`config.mk`:
```
export PLATFORM = sky130hd
export DESIGN_NAME = clk_en_gen_flat
export DESIGN_NICKNAME = d
export VERILOG_FILES = /design/src/rtl/clk_en_gen_pkg.sv /design/src/rtl/clk_en_gen_if.sv /design/src/rtl/clk_en_gen_ch.sv /design/src/rtl/clk_en_gen.sv /design/src/flat_wrapper.sv
export SDC_FILE = /design/constraint.sdc
export NUM_CORES = 1
export LEC_CHECK = 0
export ABC_CLOCK_PERIOD_IN_PS = 7400
export CORE_MARGIN = 2
export CORE_UTILIZATION = 65
export CTS_BUF_LIST = sky130_fd_sc_hd__clkbuf_16
export DETAILED_ROUTE_END_ITERATION = 10
export DONT_BUFFER_PORTS = 1
export HOLD_SLACK_MARGIN = 0.12
export PLACE_DENSITY = 0.93
export SLEW_MARGIN = 15
export SYNTH_ARGS = -nofsm -noshare
export SYNTH_HDL_FRONTEND = slang
export SYNTH_SLANG_ARGS = --single-unit
```
`constraint.sdc`:
```
create_clock -name clk -period 7.4 [get_ports clk]
set_clock_uncertainty 0.15 [all_clocks]
set_input_delay 1.48 -clock clk [delete_from_list [all_inputs] [get_ports clk]]
set_output_delay 1.48 -clock clk [all_outputs]
set_load 0.03 [all_outputs]
```
`src/rtl/clk_en_gen_pkg.sv`:
```
// Shared constants and helpers for the clk_en_gen clock-enable generator.
package clk_en_gen_pkg;

   localparam int unsigned DIV_MIN      = 1;
   localparam int unsigned NCH_DEF      = 2;
   localparam int unsigned CNT_W_DEF    = 16;
   localparam int unsigned DIV_INIT_DEF = 2;

   // Number of high cycles of the square wave for a period of d cycles.
   function automatic int unsigned ceil_half(input int unsigned d);
      return (d + 32'd1) >> 1;
   endfunction

   // Width of the channel-select field; never narrower than one bit.
   function automatic int unsigned sel_w(input int unsigned n);
      return (n <= 32'd1) ? 32'd1 : $clog2(n);
   endfunction

endpackage

```
`src/rtl/clk_en_gen_if.sv`:
```
// Divisor write port, sync input and per-channel enable outputs of clk_en_gen.
interface clk_en_gen_if #(
   parameter int unsigned NCH   = clk_en_gen_pkg::NCH_DEF,
   parameter int unsigned CNT_W = clk_en_gen_pkg::CNT_W_DEF
);
   localparam int unsigned SEL_W = clk_en_gen_pkg::sel_w(NCH);

   logic              div_load;
   logic [SEL_W-1:0]  div_ch;
   logic [CNT_W-1:0]  div_val;
   logic              div_ack;
   logic              sync;
   logic [NCH-1:0]    tick;
   logic [NCH-1:0]    sq;

   modport master (
      output div_load, div_ch, div_val, sync,
      input  div_ack, tick, sq
   );

   modport slave (
      input  div_load, div_ch, div_val, sync,
      output div_ack, tick, sq
   );
endinterface

```
`src/rtl/clk_en_gen_ch.sv`:
```
// One clock-enable channel: period counter, live/pending divisor, tick strobe and
// optional square wave (built only when CLK_EN_GEN_SQ_EN is defined).
module clk_en_gen_ch
   import clk_en_gen_pkg::*;
#(
   parameter int unsigned CNT_W    = CNT_W_DEF,
   parameter int unsigned DIV_INIT = DIV_INIT_DEF
) (
   input  logic             clk,
   input  logic             rst,
   input  logic             load,
   input  logic [CNT_W-1:0] val,
   input  logic             sync,
   output logic             tick,
   output logic             sq
);

   localparam logic [CNT_W-1:0] DIV_RST = CNT_W'(DIV_INIT);
   localparam logic [CNT_W-1:0] ONE     = CNT_W'(DIV_MIN);

   logic [CNT_W-1:0] cnt, cnt_nxt;
   logic [CNT_W-1:0] div_cur, div_cur_nxt;
   logic [CNT_W-1:0] div_pend, div_pend_nxt;
   logic             pend, pend_nxt;
   logic             tick_nxt;
   logic [CNT_W-1:0] val_cl_c;
   logic             wrap_c;

   assign val_cl_c = (val < ONE) ? ONE : val;
   assign wrap_c   = (cnt == (div_cur - ONE));

   // sync overrides the wrap; a write arriving on a wrap edge waits for the next boundary
   always_comb begin
      cnt_nxt      = cnt + ONE;
      div_cur_nxt  = div_cur;
      div_pend_nxt = div_pend;
      pend_nxt     = pend;
      tick_nxt     = 1'b0;
      if (sync) begin
         cnt_nxt  = '0;
         pend_nxt = 1'b0;
         if (load) begin
            div_cur_nxt = val_cl_c;
         end else if (pend) begin
            div_cur_nxt = div_pend;
         end
      end else begin
         if (wrap_c) begin
            cnt_nxt  = '0;
            tick_nxt = 1'b1;
            if (pend) begin
               div_cur_nxt = div_pend;
               pend_nxt    = 1'b0;
            end
         end
         if (load) begin
            div_pend_nxt = val_cl_c;
            pend_nxt     = 1'b1;
         end
      end
   end

   always_ff @(posedge clk) begin
      if (rst) begin
         cnt      <= '0;
         div_cur  <= DIV_RST;
         div_pend <= DIV_RST;
         pend     <= 1'b0;
         tick     <= 1'b0;
      end else begin
         cnt      <= cnt_nxt;
         div_cur  <= div_cur_nxt;
         div_pend <= div_pend_nxt;
         pend     <= pend_nxt;
         tick     <= tick_nxt;
      end
   end

`ifdef CLK_EN_GEN_SQ_EN
   logic sq_nxt;

   // High for the first ceil(D/2) counts of each period, using the divisor in force next cycle
   always_comb begin
      sq_nxt = ({1'b0, cnt_nxt} < (CNT_W+1)'(ceil_half(32'(div_cur_nxt))));
   end

   always_ff @(posedge clk) begin
      if (rst) begin
         sq <= 1'b0;
      end else begin
         sq <= sq_nxt;
      end
   end
`else
   assign sq = 1'b0;
`endif

endmodule

```
`src/rtl/clk_en_gen.sv`:
```
// Multi-channel clock-enable generator: write decode, ack register and NCH channels.
// Square-wave outputs are built only when CLK_EN_GEN_SQ_EN is defined.
module clk_en_gen
   import clk_en_gen_pkg::*;
#(
   parameter int unsigned NCH      = NCH_DEF,
   parameter int unsigned CNT_W    = CNT_W_DEF,
   parameter int unsigned DIV_INIT = DIV_INIT_DEF
) (
   input  logic         clk,
   input  logic         rst,
   clk_en_gen_if.slave  bus
);

   localparam int unsigned SEL_W   = sel_w(NCH);
   localparam bit          CH_FULL = ((32'd1 << SEL_W) == NCH);

   logic           ch_ok_c;
   logic           ack_nxt;
   logic [NCH-1:0] load_c;

   // When the select field exactly covers NCH every encoding is a real channel
   generate
      if (CH_FULL) begin : g_sel_full
         assign ch_ok_c = 1'b1;
      end else begin : g_sel_part
         assign ch_ok_c = (32'(bus.div_ch) < NCH);
      end
   endgenerate

   always_comb begin
      load_c  = '0;
      ack_nxt = bus.div_load && ch_ok_c;
      for (int unsigned i = 0; i < NCH; i++) begin
         load_c[i] = ack_nxt && (bus.div_ch == SEL_W'(i));
      end
   end

   always_ff @(posedge clk) begin
      if (rst) begin
         bus.div_ack <= 1'b0;
      end else begin
         bus.div_ack <= ack_nxt;
      end
   end

   for (genvar i = 0; i < NCH; i++) begin : g_ch
      clk_en_gen_ch #(
         .CNT_W    (CNT_W),
         .DIV_INIT (DIV_INIT)
      ) u_ch (
         .clk  (clk),
         .rst  (rst),
         .load (load_c[i]),
         .val  (bus.div_val),
         .sync (bus.sync),
         .tick (bus.tick[i]),
         .sq   (bus.sq[i])
      );
   end

endmodule
```
`src/flat_wrapper.sv`:
```
// flat-port wrapper written by rule: the top's interface ports become plain ports
module clk_en_gen_flat import clk_en_gen_pkg::*;
#(
   parameter int unsigned NCH      = NCH_DEF,
   parameter int unsigned CNT_W    = CNT_W_DEF,
   parameter int unsigned DIV_INIT = DIV_INIT_DEF
)
  (clk, rst, bus_div_load, bus_div_ch, bus_div_val, bus_sync, bus_div_ack, bus_tick, bus_sq);
  clk_en_gen_if #(.NCH(NCH), .CNT_W(CNT_W)) bus_i ();
  input  logic clk;
  input  logic rst;
  input wire logic [$bits(bus_i.div_load)-1:0] bus_div_load;
  input wire logic [$bits(bus_i.div_ch)-1:0] bus_div_ch;
  input wire logic [$bits(bus_i.div_val)-1:0] bus_div_val;
  input wire logic [$bits(bus_i.sync)-1:0] bus_sync;
  output wire logic [$bits(bus_i.div_ack)-1:0] bus_div_ack;
  output wire logic [$bits(bus_i.tick)-1:0] bus_tick;
  output wire logic [$bits(bus_i.sq)-1:0] bus_sq;
  assign bus_i.div_load = bus_div_load;
  assign bus_i.div_ch = bus_div_ch;
  assign bus_i.div_val = bus_div_val;
  assign bus_i.sync = bus_sync;
  assign bus_div_ack = bus_i.div_ack;
  assign bus_tick = bus_i.tick;
  assign bus_sq = bus_i.sq;
  clk_en_gen #(.NCH(NCH), .CNT_W(CNT_W), .DIV_INIT(DIV_INIT)) u_core (.clk(clk), .rst(rst), .bus(bus_i));
endmodule
```
==> out/metrics.csv <==
stage,metric,value,unit
run_status,status,"finished, final reports clean",
drt,viasPerCell,6.55,
drt,routed_wl,13500,µm
flow_run,max-cap-violations,0,
layout,synthToLayoutAreaGrowth,3.67,%
setup_path,endpoint_kind,register,
clock_tree,tritoncts,done,
logic_synthesis,synth_mux_area_share,8.18,%
drt,wl_met3,830,µm
sta,holdWs,0.298,ns
hold_path,hp-start,u_core.g_ch[1].u_ch.div_pend[2],
setup_path,cpLargestDelayFamily,simple AND/OR/NAND/NOR gates,
sta,timing.fmax,0.223,GHz
drt,drc,0,
placement,io_buffers,0,
logic_synthesis,synthAdderAreaFrac,0.889,%
sta,hold_viol,0,
clock_tree,clkSinkCount,101,
die,coreArea,8300,µm²
setup_path,critical_path_class,register to register,
logic_synthesis,synth_area_per_cell,8.03,µm²
logic_synthesis,synth_seq_area_share,35.9,%
setup_path,worstReg2RegStart,u_core.g_ch[0].u_ch.div_cur[0],
logic_synthesis,ys.flop_type,dfxtp_1,
setup_path,max_stage_delay,0.90,ns
clock_tree,hold_buffers,0,
sta,finalCriticalPeriod,4.49,ns
logic_synthesis,synth.distinct_cells,57,
logic_synthesis,synth-edff-count,0,
layout,finalNetCount,682,
logic_synthesis,synth-xor-area-share,10.7,%
drt,vias,5021,
layout,layout_commonest_cell,nand2_1,
global_route,first_global_vias,4849,
clock_tree,post_cts_resize_count,0,
setup_path,crit_buf_inv,1,
placement,gp_congestion,0.972,
logic_synthesis,synth_top_family_by_area,simple AND/OR/NAND/NOR gates,
drt,ant_nets,0,
placement,dp_hpwl,9170,µm
setup_path,path_max_fanout,20,
clock_tree,htreeDepth,3,
drt,highest_layer,met4,
power,p_leak,0.00209,µW
clock_tree,clk_pin_slew,0.07,ns
drt,routedWlPerCell,17.6,µm
drt,first_iter_violations,366,
sta,setup_viol,0,
sta,period_share,60.6,%
global_route,track_usage,29.0,%
die,die-height,97.1,µm
setup_path,startpoint,u_core.g_ch[0].u_ch.div_cur[0],
sta,slew_headroom,28.1,%
clock_tree,worstSkewPairLatency,0.35,ns
setup_path,arrival,4.58,ns
global_route,grt_pass1_wl,22800,µm
sta,worst_pin_slew,1.06,ns
logic_synthesis,syn_inst,701,
sta,rsz0062_at_grt,false,
sta,maxSlewViolCount,0,
clock_tree,post_cts_buffers,0,
die,dieArea,9420,µm²
clock_tree,cts_buffers,9,
logic_synthesis,yosysWarnings,0,
drt,m1WireLength,5350,µm
logic_synthesis,async_reset_ff_share,0,%
power,irDropWorstVdd,146,µV
power,p_per_area,210,nW/µm²
setup_path,required,7.49,ns
layout,num_antenna_cells,0,
drt,firstDrtPassIters,7,
clock_tree,clock-root-buffer,clkbuf_16,
global_route,antenna_found_initial,0,
die,die_w,97.1,µm
global_route,grt_max_degree,68,
logic_synthesis,synth-compound-area-share,14.1,%
layout,mostFrequentLayoutCells,"nand2_1, dfxtp_1, nor2_1, mux2i_1, xnor2_1",
logic_synthesis,synthesis.area,5630,µm²
die,rows,33,
drt,met2_length,6790,µm
die,io_pins,26,
layout,finalCoreUtilization,70.3,%
global_route,grt_remaining_overflow,0,
logic_synthesis,synthSimpleGateAreaFrac,24.6,%
layout,layout-drive-gt1-share,4.53,%
die,initial_core_util,67.8,%
sta,finalSetupTns,0,ns
hold_path,hold_path_class,register to register,
layout,fin_area,5830,µm²
setup_path,cp_slowest_cell,nor4b_1,
clock_tree,cts_max_path_buffers,2,
setup_path,critPathLaunchType,register,
setup_path,crit_chain,inv_1 -> ha_1 -> nor4b_1 -> and4_1 -> o2111ai_1 -> nor4_1 -> nand4_1 -> and2_1 -> o31ai_1,
placement,dpl_cell_area,5510,µm²
logic_synthesis,synth_seq_cells,101,
cells by family after synthesis:
group	Yosys count
XOR/XNOR	69
other	1
multiplexers	46
AO/OA/AOI/OAI	122
flip-flops	101
buffers and inverters	68
AND/OR/NAND/NOR	290
adder cells (fa/ha/maj)	4
area by class of cell:
class / count / area (µm²)
Multi-Input combinational cell: 533 / 3310
Fill cell: 598 / 2460
Sequential cell: 101 / 2020
Clock buffer: 9 / 225
Tap cell: 105 / 131
Clock inverter: 7 / 96.3
Inverter: 11 / 41.3
Timing Repair Buffer: 1 / 7.51
final timing paths:
kind                                      to  slack (ns)  depth (start not counted)
min reg2reg  u_core.g_ch[1].u_ch.div_pend[2]        0.30                          2
max           u_core.g_ch[0].u_ch.div_cur[2]        2.91                          9
max reg2reg   u_core.g_ch[0].u_ch.div_cur[2]        2.91                          9
min          u_core.g_ch[1].u_ch.div_pend[2]        0.30                          2
cells in the mapped netlist (2+ instances only):
cell type	count	area, µm²
nand2_1	103	387
dfxtp_1	101	2020
nor2_1	60	225
mux2i_1	46	460
xnor2_1	40	350
clkbuf_1	39	146
a21oi_1	38	190
o21ai_0	37	185
xor2_1	29	254
nor3_1	26	130
nand4_1	24	150
nand3_1	23	115
nor4_1	11	68.8
and3_1	10	62.6
inv_1	10	37.5
o31ai_2	9	113
buf_2	6	30.0
o31ai_1	6	45.0
or3_1	6	37.5
and2_1	5	31.3
buf_4	5	37.5
a211oi_1	4	30.0
buf_6	4	45.0
ha_1	4	50.1
nor3b_1	4	30.0
or4_1	4	30.0
buf_1	3	11.3
nand3b_1	3	22.5
nor4b_1	3	26.3
a2111oi_0	2	17.5
a21o_1	2	15.0
a22oi_1	2	15.0
a31oi_1	2	12.5
a41o_1	2	20.0
a41oi_1	2	17.5
and4_1	2	17.5
nor2b_1	2	12.5
o21a_1	2	15.0
o22ai_1	2	12.5
worst min-delay path, cell delays in order, from the launching register on:
cell and delay, ns:
dfxtp_1 0.31, nand2_1 0.05, a21oi_1 0.05
state kept, by name (all words and copies together), names as in the netlist:
name                       count
u_core.g_ch.u_ch.pend          2
u_core.g_ch.u_ch.tick          2
u_core.g_ch.u_ch.div_cur      32
u_core.g_ch.u_ch.cnt          32
u_core.g_ch.u_ch.div_pend     32
u_core.bus.div_ack             1
metrics by stage:
stage,setup slack (ns),total power (µW),std cells
4_1_cts,3.02,1230,767
3_5_place_dp,3.14,723,751
3_3_place_gp,3.52,714,751
6_report,2.91,1230,767
2_1_floorplan,4.37,706,702
5_1_grt,2.63,1270,767
layer usage:
metal	vias to the layer above	track usage, %
li1	2367	-
met5	-	0
met3	60	7.77
met2	217	50.3
met1	2377	33.1
met4	0	13.3
where the power goes:
part / switching [µW] / internal (µW) / total, µW
registers: 24.5 / 559 / 584
logic: 81.5 / 52.7 / 134
clock network: 209 / 299 / 508
total: 315 / 911 / 1230
Note: power is estimated with default switching activity, not from simulation.
